--- config.mk ---
export PLATFORM = sky130hd
export DESIGN_NAME = clk_rst_ctl
export DESIGN_NICKNAME = d
export VERILOG_FILES = /design/src/rtl/clk_rst_ctl.sv
export SDC_FILE = /design/constraint.sdc
export NUM_CORES = 1
export LEC_CHECK = 0
export CORE_MARGIN = 5
export CORE_UTILIZATION = 45
export DETAILED_ROUTE_END_ITERATION = 10
export PLACE_DENSITY = 0.7
export SYNTH_ARGS = -nofsm -noshare
export SYNTH_HDL_FRONTEND = slang
export SYNTH_SLANG_ARGS = --single-unit
--- constraint.sdc ---
create_clock -name clk -period 2.3 [get_ports clk]
set_input_delay 0.46 -clock clk [delete_from_list [all_inputs] [get_ports clk]]
set_output_delay 0.46 -clock clk [all_outputs]
set_load 0.01 [all_outputs]
--- src/rtl/clk_rst_ctl.sv ---
// Clock-enable strobe generator and stretched reset sequencer for the single-clock system.
// Optional channel-0 single-step gate is compiled in when CLKRST_STEP_EN is defined.
module clk_rst_ctl #(
    parameter int          CHANNELS   = 2,
    parameter int          DIV_W      = 16,
    parameter int unsigned DIV_INIT   = 2047,
    parameter int          RST_CYCLES = 3
) (
    input  logic                clk,
    input  logic                rst,
    input  logic                cfg_we,
    input  logic [3:0]          cfg_sel,
    input  logic [DIV_W-1:0]    cfg_div,
    input  logic                step_mode,
    input  logic                step_req,
    output logic [CHANNELS-1:0] ce,
    output logic                rst_out,
    output logic                halted
);

    localparam int RST_W = (RST_CYCLES > 0) ? $clog2(RST_CYCLES + 1) : 1;
    localparam logic [RST_W-1:0] RST_CNT_INIT = RST_W'(RST_CYCLES);
    localparam logic [DIV_W-1:0] DIV_RESET    = DIV_W'(DIV_INIT);

    typedef enum logic {
        SEQ_HOLD = 1'b0,
        SEQ_RUN  = 1'b1
    } seq_state_e;

    logic [DIV_W-1:0]    cnt_q [CHANNELS];
    logic [DIV_W-1:0]    cnt_d [CHANNELS];
    logic [DIV_W-1:0]    div_q [CHANNELS];
    logic [DIV_W-1:0]    div_d [CHANNELS];
    logic [CHANNELS-1:0] wr_sel;
    logic [CHANNELS-1:0] raw_tick;
    logic [CHANNELS-1:0] ce_q;
    logic [CHANNELS-1:0] ce_d;
    logic                tick0;

    seq_state_e          seq_q;
    seq_state_e          seq_d;
    logic [RST_W-1:0]    rst_cnt_q;
    logic [RST_W-1:0]    rst_cnt_d;
    logic                in_reset;

    // Out-of-range selects match no channel, so such writes fall through untouched.
    always_comb begin
        wr_sel = '0;
        for (int i = 0; i < CHANNELS; i++) begin
            wr_sel[i] = cfg_we && (cfg_sel == 4'(i));
        end
    end

    // A divisor write restarts the channel and swallows any tick of that same cycle.
    always_comb begin
        raw_tick = '0;
        for (int i = 0; i < CHANNELS; i++) begin
            cnt_d[i] = cnt_q[i];
            div_d[i] = div_q[i];
            if (wr_sel[i]) begin
                div_d[i] = cfg_div;
                cnt_d[i] = '0;
            end else if (cnt_q[i] == div_q[i]) begin
                raw_tick[i] = 1'b1;
                cnt_d[i]    = '0;
            end else begin
                cnt_d[i] = cnt_q[i] + DIV_W'(1);
            end
        end
    end

    always_ff @(posedge clk) begin
        if (rst) begin
            for (int i = 0; i < CHANNELS; i++) begin
                cnt_q[i] <= '0;
                div_q[i] <= DIV_RESET;
            end
        end else begin
            for (int i = 0; i < CHANNELS; i++) begin
                cnt_q[i] <= cnt_d[i];
                div_q[i] <= div_d[i];
            end
        end
    end

    assign in_reset = (seq_q == SEQ_HOLD);

`ifdef CLKRST_STEP_EN
    logic armed_q;
    logic armed_d;
    logic halted_q;
    logic halted_d;
    logic gate_on;

    // A request raised in the tick cycle itself only arms for the following tick.
    always_comb begin
        gate_on  = step_mode && !in_reset;
        armed_d  = step_req | (armed_q & ~raw_tick[0]);
        tick0    = gate_on ? (raw_tick[0] & armed_q) : raw_tick[0];
        halted_d = step_mode & ~armed_q & ~in_reset;
    end

    always_ff @(posedge clk) begin
        if (rst) begin
            armed_q  <= 1'b0;
            halted_q <= 1'b0;
        end else begin
            armed_q  <= armed_d;
            halted_q <= halted_d;
        end
    end

    assign halted = halted_q;
`else
    logic unused_step;

    assign unused_step = step_mode ^ step_req;
    assign tick0       = raw_tick[0];
    assign halted      = 1'b0;
`endif

    always_comb begin
        ce_d    = raw_tick;
        ce_d[0] = tick0;
    end

    always_ff @(posedge clk) begin
        if (rst) begin
            ce_q <= '0;
        end else begin
            ce_q <= ce_d;
        end
    end

    // Counts the registered channel-0 strobes so downstream sees RST_CYCLES+1 of them in reset.
    always_comb begin
        seq_d     = seq_q;
        rst_cnt_d = rst_cnt_q;
        case (seq_q)
            SEQ_HOLD: begin
                if (ce_q[0]) begin
                    if (rst_cnt_q != '0) begin
                        rst_cnt_d = rst_cnt_q - RST_W'(1);
                    end else begin
                        seq_d = SEQ_RUN;
                    end
                end
            end
            SEQ_RUN: begin
                seq_d = SEQ_RUN;
            end
        endcase
    end

    always_ff @(posedge clk) begin
        if (rst) begin
            seq_q     <= SEQ_HOLD;
            rst_cnt_q <= RST_CNT_INIT;
        end else begin
            seq_q     <= seq_d;
            rst_cnt_q <= rst_cnt_d;
        end
    end

    assign ce      = ce_q;
    assign rst_out = in_reset;

endmodule

==> results of run 1 <==
-- power by group --
part	total, mW	leakage [nW]	switching, mW	internal, mW
sequential	1.24	0.559	0.0205	1.21
combinational	0.132	0.615	0.0566	0.0752
clock	1.05	0.105	0.447	0.604
total	2.42	1.28	0.524	1.89
-- sequential cells by signal (all words and copies together), names as in the netlist --
| register | count |
|---|---|
| ce | 2 |
| rst_cnt_q | 2 |
| cnt_q | 32 |
| div_q | 32 |
| seq_q | 1 |
-- final cells by class --
cell class	instances	area, µm²	share of cell area [%]
well taps	96	120.1	3.250
repair buffers	34	317.8	8.599
clock buffers	9	123.9	3.351
inverters	6	22.52	0.6093
flip-flops and latches	69	1381	37.37
clock inverters	7	90.09	2.437
multi-input cells	266	1640	44.38
-- layer usage --
| layer | up-vias | wire length, µm |
|---|---|---|
| met2 | 34 | 3202 |
| li1 | 1255 | - |
| met1 | 1121 | 2884 |
| met5 | - | 0 |
| met4 | 0 | 61 |
| met3 | 6 | 201 |
-- through the flow --
stage	instances	power (mW)	setup slack [ns]	instance area [µm²]	util [%]
6_report	487	2.417	0.5461	3696	54.40
4_1_cts	487	2.448	0.5438	3696	54.40
2_1_floorplan	362	1.331	0.5271	3133	-
3_3_place_gp	471	1.393	0.3741	3482	51.25
3_5_place_dp	471	1.395	0.3509	3482	51.25
5_1_grt	487	2.525	0.4333	3696	54.40
-- cell families after synthesis --
kind of cell | count (synthesis) | share of synthesized area [%]
and+or+nand+nor | 188 | 31.59
DFF | 69 | 44.09
AOI/OAI and AO/OA | 14 | 2.676
adders and majority gates | 3 | 1.198
other | 1 | 0.1197
buffers and inverters | 27 | 3.554
xor gates and xnor gates | 60 | 16.77
-- layout by cell type, fill, tap and decap left out, types with 2 or more instances in the layout --
cell,count
nand3_1,10
inv_1,6
xor2_1,3
nor3b_1,2
clkbuf_8,9
nor2_1,9
a21oi_1,11
nor2b_1,3
nand4_1,13
dfxtp_1,69
nand2_1,75
ha_1,3
buf_4,9
nor3_1,37
clkinv_2,3
nand3b_1,22
xnor2_1,57
clkdlybuf4s50_1,25
bufinv_16,2
nand2b_1,4
clkinvlp_4,2
nor4_1,6
-- path summary, 6_finish.rpt --
kind	startpoint	endpoint	slack, ns	cells after the start
setup / recovery	cnt_q[0][2]$_SDFF_PP0_	cnt_q[0][15]$_SDFF_PP0_	0.55	4
hold / removal	rst_cnt_q[1]$_SDFFE_PP1P_	rst_cnt_q[1]$_SDFFE_PP1P_	0.47	1
setup reg to reg	cnt_q[0][2]$_SDFF_PP0_	cnt_q[0][15]$_SDFF_PP0_	0.55	4
hold reg to reg	rst_cnt_q[1]$_SDFFE_PP1P_	rst_cnt_q[1]$_SDFFE_PP1P_	0.47	1
==> results.md, run 1 <==
* Largest stage delay on the critical path at 0.48 ns
* Post-synth net total at 390
* Cts hold-fix bufs at 0
* Vias in the first global route at 2,239
* Final setup fails at 0
* Synthesized flop and latch total at 69
* Buf/Inv on CP at 0
* Cell Area, Synth at 3133 µm²
* RSZ-0062 raised after global routing: false
* Floorplan row count at 30
* Post-cts resize count at 0
* Worst-Skew Late Latency at 0.34 ns
* Critical path class: register to register
* Routed Antenna Nets at 0
* Sequential area share after synthesis at 44.09%
* Fillers at 644
* Avg Vias per Cell at 4.961
* Max-cap viol count at 0
* First-pass GRT wire length at 10.66 mm
* Crit start category: register
* GRT met3 Usage at 5.632%
* Largest net degree at the start of global routing at 36
* Synth warnings at 0
* Largest cells by area after synthesis: dfxtp_1 (44%), xnor2_1 (16%), nand2_1 (9.0%)
* Gr busiest metal: met2
* Yosys cell types at 30
* Top Ports at 29
* Layout area overhead at 17.97%
* CTS Buffer Depth at 2
* Ys async rst share at 0%
* Core Area at 6794 µm²
* Most common cell in the synthesized netlist: nand2_1
* Synth Instances at 362
* Pre-antenna DRT Iters at 4
* Min-delay worst type: register to register
* Number of remaining DRC errors at 0
* CTS Buf Count at 9
* Synth area leader: dfxtp_1
* CP Max Fanout at 6
* Global Route Usage Sum at 15.65%
* Avg Inst Size Synth at 8.655 µm²
* DRT iter0 DRCs at 168
* Final hold slack at 0.4710 ns
* Post-DP HPWL at 4.545 mm
* Initial core utilization at 46.11%
* Data required, critical path at 2.56 ns
* Initial antenna violation count at 0
* Tcrit/Tclk final at 76.26%
* Commonest cells in the netlist: nand2_1 (75), dfxtp_1 (69), xnor2_1 (57), nor3_1 (37), nand3b_1 (22)
* Die W at 93.44 µm
* Status: finished clean
* Reg clk slew, reported paths at 0.07 ns
* Setup TNS at 0 ns
* Crit. End Element: register
* Grt met1 use at 18.59%
* Crit path DAT at 2.02 ns
* Worst-path cell chain: nand3_1, or2_4, or4_4, a211oi_2
* Share of layout cells above drive strength 1 at 8.184%
* Pwr/cell area at 654.0 nW/µm²
* Leakage at 1.278 nW
* Final Max Slew Viols at 0
* Gpl congestion at 0.7862
* M2 GR Usage at 26.03%
* Overall routed net length at 6.349 mm
* Fmax at 570.2 MHz
* Root buffer cell: clkbuf_8
* Routed wire per std cell at 13.04 µm
* Slowest cell on crit path: or4_4
* Post-CTS setup buffer count at 0
* Die ar. at 8731 µm²
* Layout Nets at 414
* Final Hold Viols at 0
* Die span in y at 93.44 µm
* Worst ir drop on vdd at 0.5118 mV
* N_diodes at 0
* Clock sinks at 69
* Total gr overflow at 0
* Vias at 2,416
* CTS tree: built
* CP delay by family, top: simple AND/OR/NAND/NOR gates
* Clk_skew at 0.007257 ns
* H-tree Lvls at 3
* Fin crit period at 1.754 ns
* Post-synth EDFFs at 0
* Top_reg_cell synth: dfxtp_1
* Synth top area share at 44.09%
* Port Buf Inserts at 25
Power figures use the tool's default switching activity.
==> run 2: changes to the inputs <==
--- a/config.mk
+++ b/config.mk
@@ -8,7 +8,7 @@
 export CORE_MARGIN = 5
 export CORE_UTILIZATION = 45
 export DETAILED_ROUTE_END_ITERATION = 10
-export PLACE_DENSITY = 0.7
+export PLACE_DENSITY = 0.72
 export SYNTH_ARGS = -nofsm -noshare
 export SYNTH_HDL_FRONTEND = slang
 export SYNTH_SLANG_ARGS = --single-unit
==> constraint.sdc (replaced) <==
create_clock -name clk -period 1.41 [get_ports clk]
set_input_delay 0.282 -clock clk [delete_from_list [all_inputs] [get_ports clk]]
set_output_delay 0.282 -clock clk [all_outputs]
set_load 0.01 [all_outputs]
==> run 2 against run 1 <==
Effect of this change:
- the run now ends with negative setup slack left
- clock-buffer cell count up 2
- routed wire length up 22%
- critical path type unchanged
- highest routed layer unchanged
- critical endpoint is now cnt_q[0][16]$_SDFF_PP0_
- register-to-register slack worse by 0.62 ns
- non-clock buffer count up 45
- worst setup slack worse by 0.62 ns
- clock power up 60%
- via count up 11%
- flip-flop and latch count unchanged
- worst hold slack worse by 0.0012 ns
==> results.md, run 2 (synthesis results as in run 1) <==
* Setup crit start: cnt_q[0][17]$_SDFF_PP0_
* Fmax at 674.7 MHz
* Pwr/cell area at 892.8 nW/µm²
* Final setup fails at 20
* Avg Vias per Cell at 5.019
* N_diodes at 0
* Initial core utilization at 46.11%
* Vias at 2,670
* Share of layout cells above drive strength 1 at 33.94%
* Commonest non-fill, non-tap cell in the layout: nand2_1
* Root buffer cell: clkbuf_8
* Clk_skew at 0.01033 ns
* Area of the multi-input gates at 1909 µm²
* Tcrit/Tclk final at 105.1%
* Number of remaining DRC errors at 0
* Crit start category: register
* Final Hold Viols at 0
* Gpl congestion at 0.8134
* Port Buf Inserts at 25
* CTS Buffer Depth at 2
* RSZ-0062 raised after global routing: true
* Reg area at 1443 µm²
* Leakage at 1.680 nW
* Fin crit period at 1.482 ns
* R2r startpoint: cnt_q[0][17]$_SDFF_PP0_
* Min-delay worst type: register to register
* Worst reg2reg endpoint: cnt_q[0][16]$_SDFF_PP0_
* Pre-antenna DRT Iters at 4
* Cts hold-fix bufs at 0
* Setup ws final at -0.07214 ns
* Post-DP HPWL at 5.048 mm
* Data required, critical path at 1.65 ns
* Initial antenna violation count at 0
* Most frequent cells in the layout: nand2_1 (74), xnor2_1 (44), buf_4 (39)
* Max-cap viol count at 0
* Failing checks: negative setup slack
* Fillers at 551
* CTS tree: built
* Overall routed net length at 7.744 mm
* R2R cell count at 5
* Post-Route Utilization at 65.30%
* Dpl ws at -0.3336 ns
* Crit. End Element: register
* Global Route Usage Sum at 17.13%
* CP endpoint: cnt_q[0][16]$_SDFF_PP0_
* Routed Antenna Nets at 0
* Crit path DAT at 1.72 ns
* Reg clk slew, reported paths at 0.08 ns
* Total power at 3.961 mW
* H-tree Lvls at 3
* Layout area overhead at 41.61%
* CP Max Fanout at 5
* Worst ir drop on vdd at 0.6122 mV
* Layout Nets at 459
* Die span in y at 93.44 µm
* Top flop regs: cnt_q x32, div_q x32
* Worst-Skew Late Latency at 0.35 ns
* Core Area at 6794 µm²
* DRT iter0 DRCs at 146
* Die ar. at 8731 µm²
* Critical path class: register to register
* Top Ports at 29
* CTS Buf Count at 9
* Vias in the first global route at 2,563
* Largest net degree at the start of global routing at 28
* First-pass GRT wire length at 11.83 mm
* Total gr overflow at 0
* Final Max Slew Viols at 0
* Die W at 93.44 µm
* Status: finished, violations left
* Routed wire per std cell at 14.56 µm
* FF-to-FF setup slack at -0.07 ns
* Clock sinks at 69
* Floorplan row count at 30
## run 2: cell types whose count changed in the layout (fill, tap and decap cells not counted), sizes merged
cell           delta
inv               +1
dlymetal6s2s      +2
clkinvlp          -2
bufinv            -1
buf              +45
clkdlybuf4s50     -5
dlygate4sd2       +3
clkbuf            +2
## run 2: how the worst min path moves through the flow
stage / startpoint / endpoint / slack (ns) / cells past startpoint
finish: cnt_q[0][0]$_SDFF_PP0_ / cnt_q[0][0]$_SDFF_PP0_ / 0.47 / 1
global route: div_q[0][28]$_SDFFE_PP0P_ / div_q[0][28]$_SDFFE_PP0P_ / 0.50 / 2
CTS: div_q[0][29]$_SDFFE_PP0P_ / div_q[0][29]$_SDFFE_PP0P_ / 0.47 / 2
detailed placement: rst_cnt_q[1]$_SDFFE_PP1P_ / rst_cnt_q[1]$_SDFFE_PP1P_ / 0.46 / 1
global placement: rst_cnt_q[1]$_SDFFE_PP1P_ / rst_cnt_q[1]$_SDFFE_PP1P_ / 0.45 / 1
floorplan: cfg_div[0] / div_q[0][0]$_SDFFE_PP1P_ / 0.40 / 2
## run 2: final cells by class
class	count	area share, %
Clock buffer	11	3.412
Clock inverter	5	1.297
Multi-Input combinational cell	266	43.03
Tap cell	96	2.707
Inverter	6	0.5076
Timing Repair Buffer	79	16.53
Sequential cell	69	32.52
## run 2: power breakdown
| part | total [mW] | switching [mW] | internal (mW) | leakage (nW) |
|---|---|---|---|---|
| registers | 2.01 | 0.0361 | 1.97 | 0.573 |
| clock network | 1.68 | 0.766 | 0.917 | 0.110 |
| logic | 0.271 | 0.116 | 0.155 | 0.998 |
| total | 3.96 | 0.919 | 3.04 | 1.68 |
## run 2: metrics by stage
stage	setup TNS, ns	hold WS [ns]	instance area [µm²]	cells
6_report	-0.7349	0.4698	4437	532
3_5_place_dp	-17.81	0.4579	3815	504
5_1_grt	-2.893	0.4962	4437	532
4_1_cts	-0.02773	0.4709	4099	521
3_3_place_gp	-16.71	0.4452	3815	504
2_1_floorplan	-1.338	0.4028	3209	362
## run 2: per-layer routing
metal | routed length, µm | track usage [%] | part of all wire (%) | vias up
li1 | - | - | - | 1348
met1 | 3121 | 19.25 | 40 | 1269
met2 | 4187 | 29.60 | 54 | 35
met3 | 191 | 5.390 | 2.5 | 18
met4 | 244 | 7.448 | 3.2 | 0
met5 | 0 | 0 | 0 | -
## run 2: worst max-delay path, stage by stage (launching register included)
cell and delay [ns]:
dfxtp_4 0.37, xnor2_2 0.13, nand4_1 0.17, nor4_4 0.42, buf_4 0.23, nor3_1 0.06
## run 2: what timing repair did
| item | in CTS | in global routing |
|---|---|---|
| resized for setup | 28 | 64 |
| buffers inserted | 1 | 9 |
| pin swaps | 4 | 21 |
| setup endpoints to repair | 32 | 46 |
| cloned | 0 | 2 |
